$ cat config.mk
export PLATFORM = sky130hd
export DESIGN_NAME = mem_port_arbiter
export DESIGN_NICKNAME = d
export VERILOG_FILES = /design/src/rtl/mem_port_arbiter.sv
export SDC_FILE = /design/constraint.sdc
export NUM_CORES = 1
export LEC_CHECK = 0
export ABC_AREA = 1
export CORE_MARGIN = 3
export CORE_UTILIZATION = 35
export DETAILED_ROUTE_END_ITERATION = 8
export MAX_ROUTING_LAYER = met4
export PLACE_DENSITY = 0.7
export SYNTH_ARGS = -nofsm -noshare
export SYNTH_HDL_FRONTEND = slang
export SYNTH_SLANG_ARGS = --single-unit
$ cat constraint.sdc
create_clock -name clk -period 5.35 [get_ports clk]
set_input_delay 0.535 -clock clk [delete_from_list [all_inputs] [get_ports clk]]
set_output_delay 0.535 -clock clk [all_outputs]
set_load 0.005 [all_outputs]
$ cat src/rtl/mem_port_arbiter.sv
// ---------------------------------------------------------------------------
// mem_port_arbiter
//
// The multicycle CPU has one word-addressed unified memory. Two ports share
// it: the instruction-fetch port, which only reads, and the data port, which
// reads and writes. This block picks which port is served next, using a
// round-robin choice when both ask at once. It runs the chosen access
// through a three-state sequencer (IDLE -> ACCESS -> RESP).
//
// The memory writes on every clock edge while its write enable is high.
// For that reason mem_write is a single-cycle strobe, placed in the last
// ACCESS cycle. Read data is registered per port and returned together with
// a one-cycle acknowledge in RESP.
//
// Ports:
//   clk, rst        clock (rising edge); reset, asynchronous, active-high
//   i_req, i_adr    instruction fetch request (level) and word address
//   i_ack, i_rdata  one-cycle fetch acknowledge, registered fetch data
//   d_req, d_we     data request (level); 1 = write, 0 = read
//   d_adr, d_wdata  data address and write data
//   d_ack, d_rdata  one-cycle data acknowledge, registered load data
//   mem_adr         memory address (holds its last value between accesses)
//   mem_wdata       memory write data (holds its last value between accesses)
//   mem_read        memory read enable, high during every read ACCESS cycle
//   mem_write       memory write strobe, high in the final write ACCESS cycle
//   mem_rdata       memory read data, combinational from mem_adr
//   busy            sequencer is not IDLE
//   conflict_cnt    saturating count of IDLE cycles with both requests high
// ---------------------------------------------------------------------------
module mem_port_arbiter #(
    parameter int ADDR_W     = 32,
    parameter int DATA_W     = 32,
    parameter int ACCESS_LAT = 1,
    parameter int CNT_W      = 16
) (
    input  logic              clk,
    input  logic              rst,
    input  logic              i_req,
    input  logic [ADDR_W-1:0] i_adr,
    output logic              i_ack,
    output logic [DATA_W-1:0] i_rdata,
    input  logic              d_req,
    input  logic              d_we,
    input  logic [ADDR_W-1:0] d_adr,
    input  logic [DATA_W-1:0] d_wdata,
    output logic              d_ack,
    output logic [DATA_W-1:0] d_rdata,
    output logic [ADDR_W-1:0] mem_adr,
    output logic [DATA_W-1:0] mem_wdata,
    output logic              mem_read,
    output logic              mem_write,
    input  logic [DATA_W-1:0] mem_rdata,
    output logic              busy,
    output logic [CNT_W-1:0]  conflict_cnt
);

    typedef enum logic [1:0] {
        ST_IDLE   = 2'd0,
        ST_ACCESS = 2'd1,
        ST_RESP   = 2'd2
    } state_t;

    // The wait counter steps through 0 .. ACCESS_LAT-1 while in ACCESS.
    localparam int WAIT_W = (ACCESS_LAT > 1) ? $clog2(ACCESS_LAT) : 1;
    localparam logic [WAIT_W-1:0] WAIT_LAST   = WAIT_W'(ACCESS_LAT - 1);
    // This is the cycle before the final one. The write strobe is registered
    // at this point, so it appears exactly in the final ACCESS cycle.
    localparam logic [WAIT_W-1:0] WAIT_PENULT = WAIT_W'((ACCESS_LAT >= 2) ? (ACCESS_LAT - 2) : 0);
    // With a single-cycle access, the final cycle is the first cycle. The
    // write strobe must therefore be set at the moment of the grant.
    localparam logic              LAT_ONE     = (ACCESS_LAT == 1);
    localparam logic [CNT_W-1:0]  CNT_MAX     = '1;

    state_t              r_state;
    logic                r_last_d;      // 1 = data port won the latest grant
    logic                r_win_d;       // port being served: 1 = data port
    logic                r_we;          // served access is a write
    logic [WAIT_W-1:0]   r_wait;
    logic [ADDR_W-1:0]   r_adr;         // latched address, drives mem_adr
    logic [DATA_W-1:0]   r_wdata;       // latched write data, drives mem_wdata
    logic                r_mem_read;
    logic                r_mem_write;
    logic                r_i_ack;
    logic                r_d_ack;
    logic [DATA_W-1:0]   r_i_rdata;
    logic [DATA_W-1:0]   r_d_rdata;
    logic [CNT_W-1:0]    r_conflict;

    // Arbitration decision, only consumed while IDLE.
    logic                w_any_req;
    logic                w_tie;
    logic                w_pick_d;
    logic [ADDR_W-1:0]   w_sel_adr;
    logic [DATA_W-1:0]   w_sel_wdata;
    logic                w_sel_we;
    logic                w_wait_last;

    assign w_any_req   = i_req | d_req;
    assign w_tie       = i_req & d_req;
    // On a tie the port that did not win last time is served. Otherwise the
    // only requester is served.
    assign w_pick_d    = w_tie ? ~r_last_d : d_req;
    assign w_sel_adr   = w_pick_d ? d_adr : i_adr;
    assign w_sel_wdata = w_pick_d ? d_wdata : '0;
    assign w_sel_we    = w_pick_d & d_we;
    assign w_wait_last = (r_wait == WAIT_LAST);

    always_ff @(posedge clk or posedge rst) begin
        if (rst) begin
            r_state     <= ST_IDLE;
            r_last_d    <= 1'b1;    // the instruction port wins the first tie
            r_win_d     <= 1'b0;
            r_we        <= 1'b0;
            r_wait      <= '0;
            r_adr       <= '0;
            r_wdata     <= '0;
            r_mem_read  <= 1'b0;
            r_mem_write <= 1'b0;
            r_i_ack     <= 1'b0;
            r_d_ack     <= 1'b0;
            r_i_rdata   <= '0;
            r_d_rdata   <= '0;
            r_conflict  <= '0;
        end else begin
            // Acknowledges are single-cycle pulses unless set below.
            r_i_ack <= 1'b0;
            r_d_ack <= 1'b0;

            case (r_state)
                ST_IDLE: begin
                    if (w_any_req) begin
                        r_win_d     <= w_pick_d;
                        r_last_d    <= w_pick_d;
                        r_we        <= w_sel_we;
                        r_adr       <= w_sel_adr;
                        r_wdata     <= w_sel_wdata;
                        r_wait      <= '0;
                        r_mem_read  <= ~w_sel_we;
                        r_mem_write <= w_sel_we & LAT_ONE;
                        r_state     <= ST_ACCESS;
                        if (w_tie && (r_conflict != CNT_MAX)) begin
                            r_conflict <= r_conflict + 1'b1;
                        end
                    end
                end

                ST_ACCESS: begin
                    if (w_wait_last) begin
                        // Final ACCESS cycle: the address has been stable
                        // for the whole access, so mem_rdata is valid now.
                        if (!r_we) begin
                            if (r_win_d) begin
                                r_d_rdata <= mem_rdata;
                            end else begin
                                r_i_rdata <= mem_rdata;
                            end
                        end
                        r_mem_read  <= 1'b0;
                        r_mem_write <= 1'b0;
                        r_d_ack     <= r_win_d;
                        r_i_ack     <= ~r_win_d;
                        r_state     <= ST_RESP;
                    end else begin
                        r_wait      <= r_wait + 1'b1;
                        r_mem_write <= r_we & (r_wait == WAIT_PENULT);
                    end
                end

                ST_RESP: begin
                    r_state <= ST_IDLE;
                end

                default: begin
                    r_state     <= ST_IDLE;
                    r_mem_read  <= 1'b0;
                    r_mem_write <= 1'b0;
                end
            endcase
        end
    end

    assign i_ack        = r_i_ack;
    assign i_rdata      = r_i_rdata;
    assign d_ack        = r_d_ack;
    assign d_rdata      = r_d_rdata;
    assign mem_adr      = r_adr;
    assign mem_wdata    = r_wdata;
    assign mem_read     = r_mem_read;
    assign mem_write    = r_mem_write;
    assign busy         = (r_state != ST_IDLE);
    assign conflict_cnt = r_conflict;

endmodule

==> After elaboration in Yosys (flattened, before gate mapping) <==
Index checks and enable logic that the tools add are counted.
{ "totals": {"word_cells": 62, "output_inout_bits": 149, "register_bits": 154, "in_bits": 133} }
{ "op_classes": {"n_bitwise": 10, "eq_ne": 5, "n_addsub": 2, "n_reduce_logical": 12, "muxes": 19} }
{ "op_table": {"columns": ["cell", "count"], "rows": [
  ["32-bit two-way mux", 2],
  ["16-bit by 1-bit adder with 16-bit output, second input constant", 1],
  ["16-bit inequality test, second input constant", 1],
  ["1-bit two-way mux", 11],
  ["2-bit AND reduction", 4],
  ["4-bit AND reduction", 2],
  ["1-bit NOT", 6],
  ["1-bit one-hot mux with 3 select lines", 2],
  ["3-bit AND reduction", 2],
  ["2-bit two-way mux", 2],
  ["2-bit inequality test, second input constant", 2],
  ["2-bit one-hot mux with 2 select lines", 1],
  ["2-bit nonzero test", 2],
  ["1-bit AND", 3],
  ["2-bit by 1-bit equality test with 1-bit output, second input constant", 1],
  ["2-bit equality test, second input constant", 1],
  ["2-bit logical NOT", 1],
  ["1-bit one-hot mux with 2 select lines", 1],
  ["1-bit adder, second input constant", 1],
  ["1-bit logical AND", 1],
  ["1-bit bitwise OR", 1]
]} }

==> Longest topological paths before layout <==
{ "logic_depth": {"depth_word": 6, "ltp_mapped": 9, "depth_no_buf": 8} }

==> Worst setup path before layout <==
No wires, ideal clock.
{ "synth_path": {"path_type": "register -> register", "start": "reg r_conflict[0] (netlist: conflict_cnt[0])", "end": "reg r_conflict[6] (netlist: conflict_cnt[6])", "t_required_ns": 5.285, "path_stages_with_launch": 10, "n_path_buf": 1, "synth_period_minus_slack_ns": 1.498, "slack_ns": 3.852, "setup_time_ns": 0.065, "t_arrival_ns": 1.433, "path_cell_list": "dfrtp_1 -> ha_1 -> inv_1 -> nor2_4 -> nand2_2 -> nor2_2 -> nor2_2 -> buf_6 -> nand2_1 -> nand2_1"} }
{ "synth_via": {"elab_chain_cells": 3, "word_cells_on_any_way": 4, "cone_classes": "add/sub (1); eq/ne (1); reduce/logical (2)"} }
{ "synth_rtl": {"columns": ["element", "line", "source"], "rows": [
  ["start: declaration", "87", "logic [CNT_W-1:0] r_conflict;"],
  ["start signal: assignment", "142", "r_conflict <= r_conflict + 1'b1;"],
  ["parallel branches: the longest is 3 deep, another holds 16-bit by 1-bit adder with 16-bit output", null, null]
]} }
Parallel ways; which one is timed is not known.
A chain may end at the register's enable or synchronous reset.

==> Worst setup path in the final report <==
{ "layout_path": {"start": "reg r_state[1]", "end": "out busy"} }
{ "layout_via": {"elab_chain_cells": 1} }
{ "layout_rtl": {"columns": ["element", "line", "source"], "rows": [
  ["start: declaration", "74", "state_t r_state;"],
  ["start signal: assignment", "110", "r_state <= ST_IDLE;"],
  ["start signal: assignment", "140", "r_state <= ST_ACCESS;"],
  ["start signal: assignment", "162", "r_state <= ST_RESP;"],
  ["2-bit nonzero test", "190", "assign busy = (r_state != ST_IDLE);"],
  ["end: declaration", "53", "output logic busy,"]
]} }
No other way between the ends.

==> metrics.cfg <==
[logic_synthesis]
synth_compound_area_frac=0.112
synth_warnings=0
synth.distinct_cells=22
synthCells=730
synthAdderAreaFrac=0.00195
synth_xor_area_frac=0.0109
synth_seq_cells=153
mappedNetlistNets=864
ys_seq_area_frac=0.597
syn_area_sq_um=6420
synth_top_family_by_area=simple AND/OR/NAND/NOR gates
synth_area_per_cell_sq_um=8.79
muxShareOfSynthArea=0
yosys.area_share.simple=0.215

[worst_setup_path]
crit_path_end_kind=output pin
crit_arrival_ns=2.20
crit_path_start_kind=flop
crit_required_ns=4.82
setup.worst_path.class=reg -> out
rr_worst_depth=7
cp_max_fo=36

[route]
drtIter0Drc=237
viasPerCell=4.74
dr.pass1.iters=4
ant_nets=0
drc=0
wire_per_inst_um=15.4
wirelength_mm=19.0
dr_total_vias=5848

[layout]
regArea_sq_um=3830
nFillCells=1591
nets=1130
stdcell_count=1234
area_delta_synth_final_pct=54.2
layout-drive-gt1-share=0.0535
n_antenna_cell=0
multiInputGateArea_sq_um=2180

[clocking]
hold_buffers=0
clkSinkCount=153
post_cts_resized=0
clk_latency_ns=0.41
cts_tree=built
cts_root_buffer=clkbuf_16
cts_buffers=17
htree_levels=4
post-cts-setup-buffers=0
clockBufferDepth=2
cts.reportedPaths.clkPinSlew_ns=0.06

[placed_design]
gp_congestion=0.811
port_buffers=281
dp.cells=1202
place_hpwl_mm=13.4

[global_routing]
grt_max_degree=119
grt_pass1_vias=5826
track_usage=0.195
grt_pass1_wl_mm=30.1
antenna_found_initial=0
grt-ovfl-total=0

[worst_hold_path]
min_path_type=reg -> reg
worstHoldPathCells=2

[power]
combinationalPowerShare=0.410
p_leak_nw=4.49
clock_power_share=0.218
p_int_mw=3.50
peakVddDrop_mv=0.271
powerDensity_nw_per_um2=534
power.switching_mw=1.78
seqPwrFrac=0.372
switching_share=0.337

[timing]
min_period_ns=2.73
setup_violations=0
finalMaxSlewViolations=0
fin_crit_sh=0.510
tightest_slew_ns=1.12
finClkSkew_ns=0.00666
slew_headroom=0.248
finalSetupTns_ns=0
fmaxAchievable_ghz=0.366
rsz0062_at_grt=no
hold_viol=0

[floorplan]
die_y_um=141
rows=48
start_util=0.365
die-area_sq_um=20000
die_w_um=141
coreArea_sq_um=17600
io_pins=282

[run]
maxCapViolCount=0

[run_status]
status=complete, no violations

==> critical path, stage by stage (launching register included) <==
cell and delay (ns):
dfrtp_1 0.42, nor2_4 0.66, inv_2 0.12, clkdlybuf4s50_1 0.58
==> cell families after synthesis <==
logic type	Yosys count
AO/OA/AOI/OAI	141
adder cells (fa/ha/maj)	1
buffers and inverters	89
XOR/XNOR	8
AND/OR/NAND/NOR	338
flip-flops	153
==> per-stage QoR <==
stage	util	hold WS (ns)	setup WS [ns]	instance area [sq um]	total power, mW
final	0.562	0.468	2.62	9900	5.28
after global routing	0.562	0.490	2.34	9900	5.68
after CTS	0.562	0.473	2.54	9900	5.37
after detailed placement	0.530	0.461	2.58	9330	4.18
after global placement	0.530	0.455	2.62	9330	4.13
after floorplan	-	0.444	0.695	6420	2.85
==> layout by cell type, fill, tap and decap left out, drive strengths merged, types with 2 or more instances in the layout <==
cell type | Yosys | routed
clkdlybuf4s50 | 0 | 281
nor2 | 57 | 57
clkinv | 0 | 5
nand3 | 38 | 38
o21ai | 139 | 139
nand4 | 4 | 4
buf | 23 | 3
inv | 52 | 58
nand2 | 239 | 239
xor2 | 2 | 2
xnor2 | 6 | 6
dfrtp | 152 | 152
clkbuf | 14 | 17
clkinvlp | 0 | 3
==> flip-flops by register name (all words and copies together) (netlist names) <==
signal and count:
i_ack 1, mem_wdata 32, mem_adr 32, d_rdata 32, r_win_d 1, d_ack 1, conflict_cnt 16, r_we 1
i_rdata 32, mem_write 1, mem_read 1, r_last_d 1, r_state 2
==> synthesized netlist by cell type (all sizes together) <==
master | n | area (sq um)
dfstp | 1 | 26.3
o21bai | 1 | 18.8
o22ai | 1 | 6.26
dfrtp | 152 | 3800
buf | 23 | 155
inv | 52 | 195
nand3 | 38 | 190
clkbuf | 14 | 52.6
nor2 | 57 | 261
nand2 | 239 | 905
xor2 | 2 | 17.5
xnor2 | 6 | 52.6
nand4 | 4 | 25.0
o21ai | 139 | 696
ha | 1 | 12.5
==> power by group through the flow <==
stage | Sequential, mW | Combinational, mW | Clock, mW
global placement | 1.97 | 2.17 | 0
finish | 1.97 | 2.17 | 1.15
global route | 2.03 | 2.40 | 1.24
CTS | 1.97 | 2.21 | 1.19
floorplan | 1.99 | 0.859 | 0
detailed placement | 1.97 | 2.21 | 0
==> metal layers <==
layer  vias up  GRT usage  wire length (um)  share of wire
li1       2861          -                 -              -
met1      2758      0.237              8070           0.42
met2       206      0.315              9260           0.49
met3        23     0.0543              1330          0.070
met4         0     0.0662               385          0.020
met5         -          -                 0              0
==> final cells by class <==
| class | count | share of cell area |
|---|---|---|
| Clock buffer | 17 | 0.0430 |
| Clock inverter | 15 | 0.0142 |
| Inverter | 52 | 0.0202 |
| Multi-Input combinational cell | 488 | 0.221 |
| Sequential cell | 153 | 0.387 |
| Tap cell | 225 | 0.0284 |
| Timing Repair Buffer | 284 | 0.286 |
==> worst paths after layout <==
kind                            start         end  slack [ns]
min                          r_last_d    r_last_d        0.47
max reg2reg                r_state[1]  mem_adr[8]        2.65
max in group asynchronous         rst    r_last_d        3.43
min reg2reg                  r_last_d    r_last_d        0.47
min in group asynchronous         rst  d_rdata[4]        0.76
max                        r_state[1]        busy        2.62
Power figures use the tool's default switching activity.
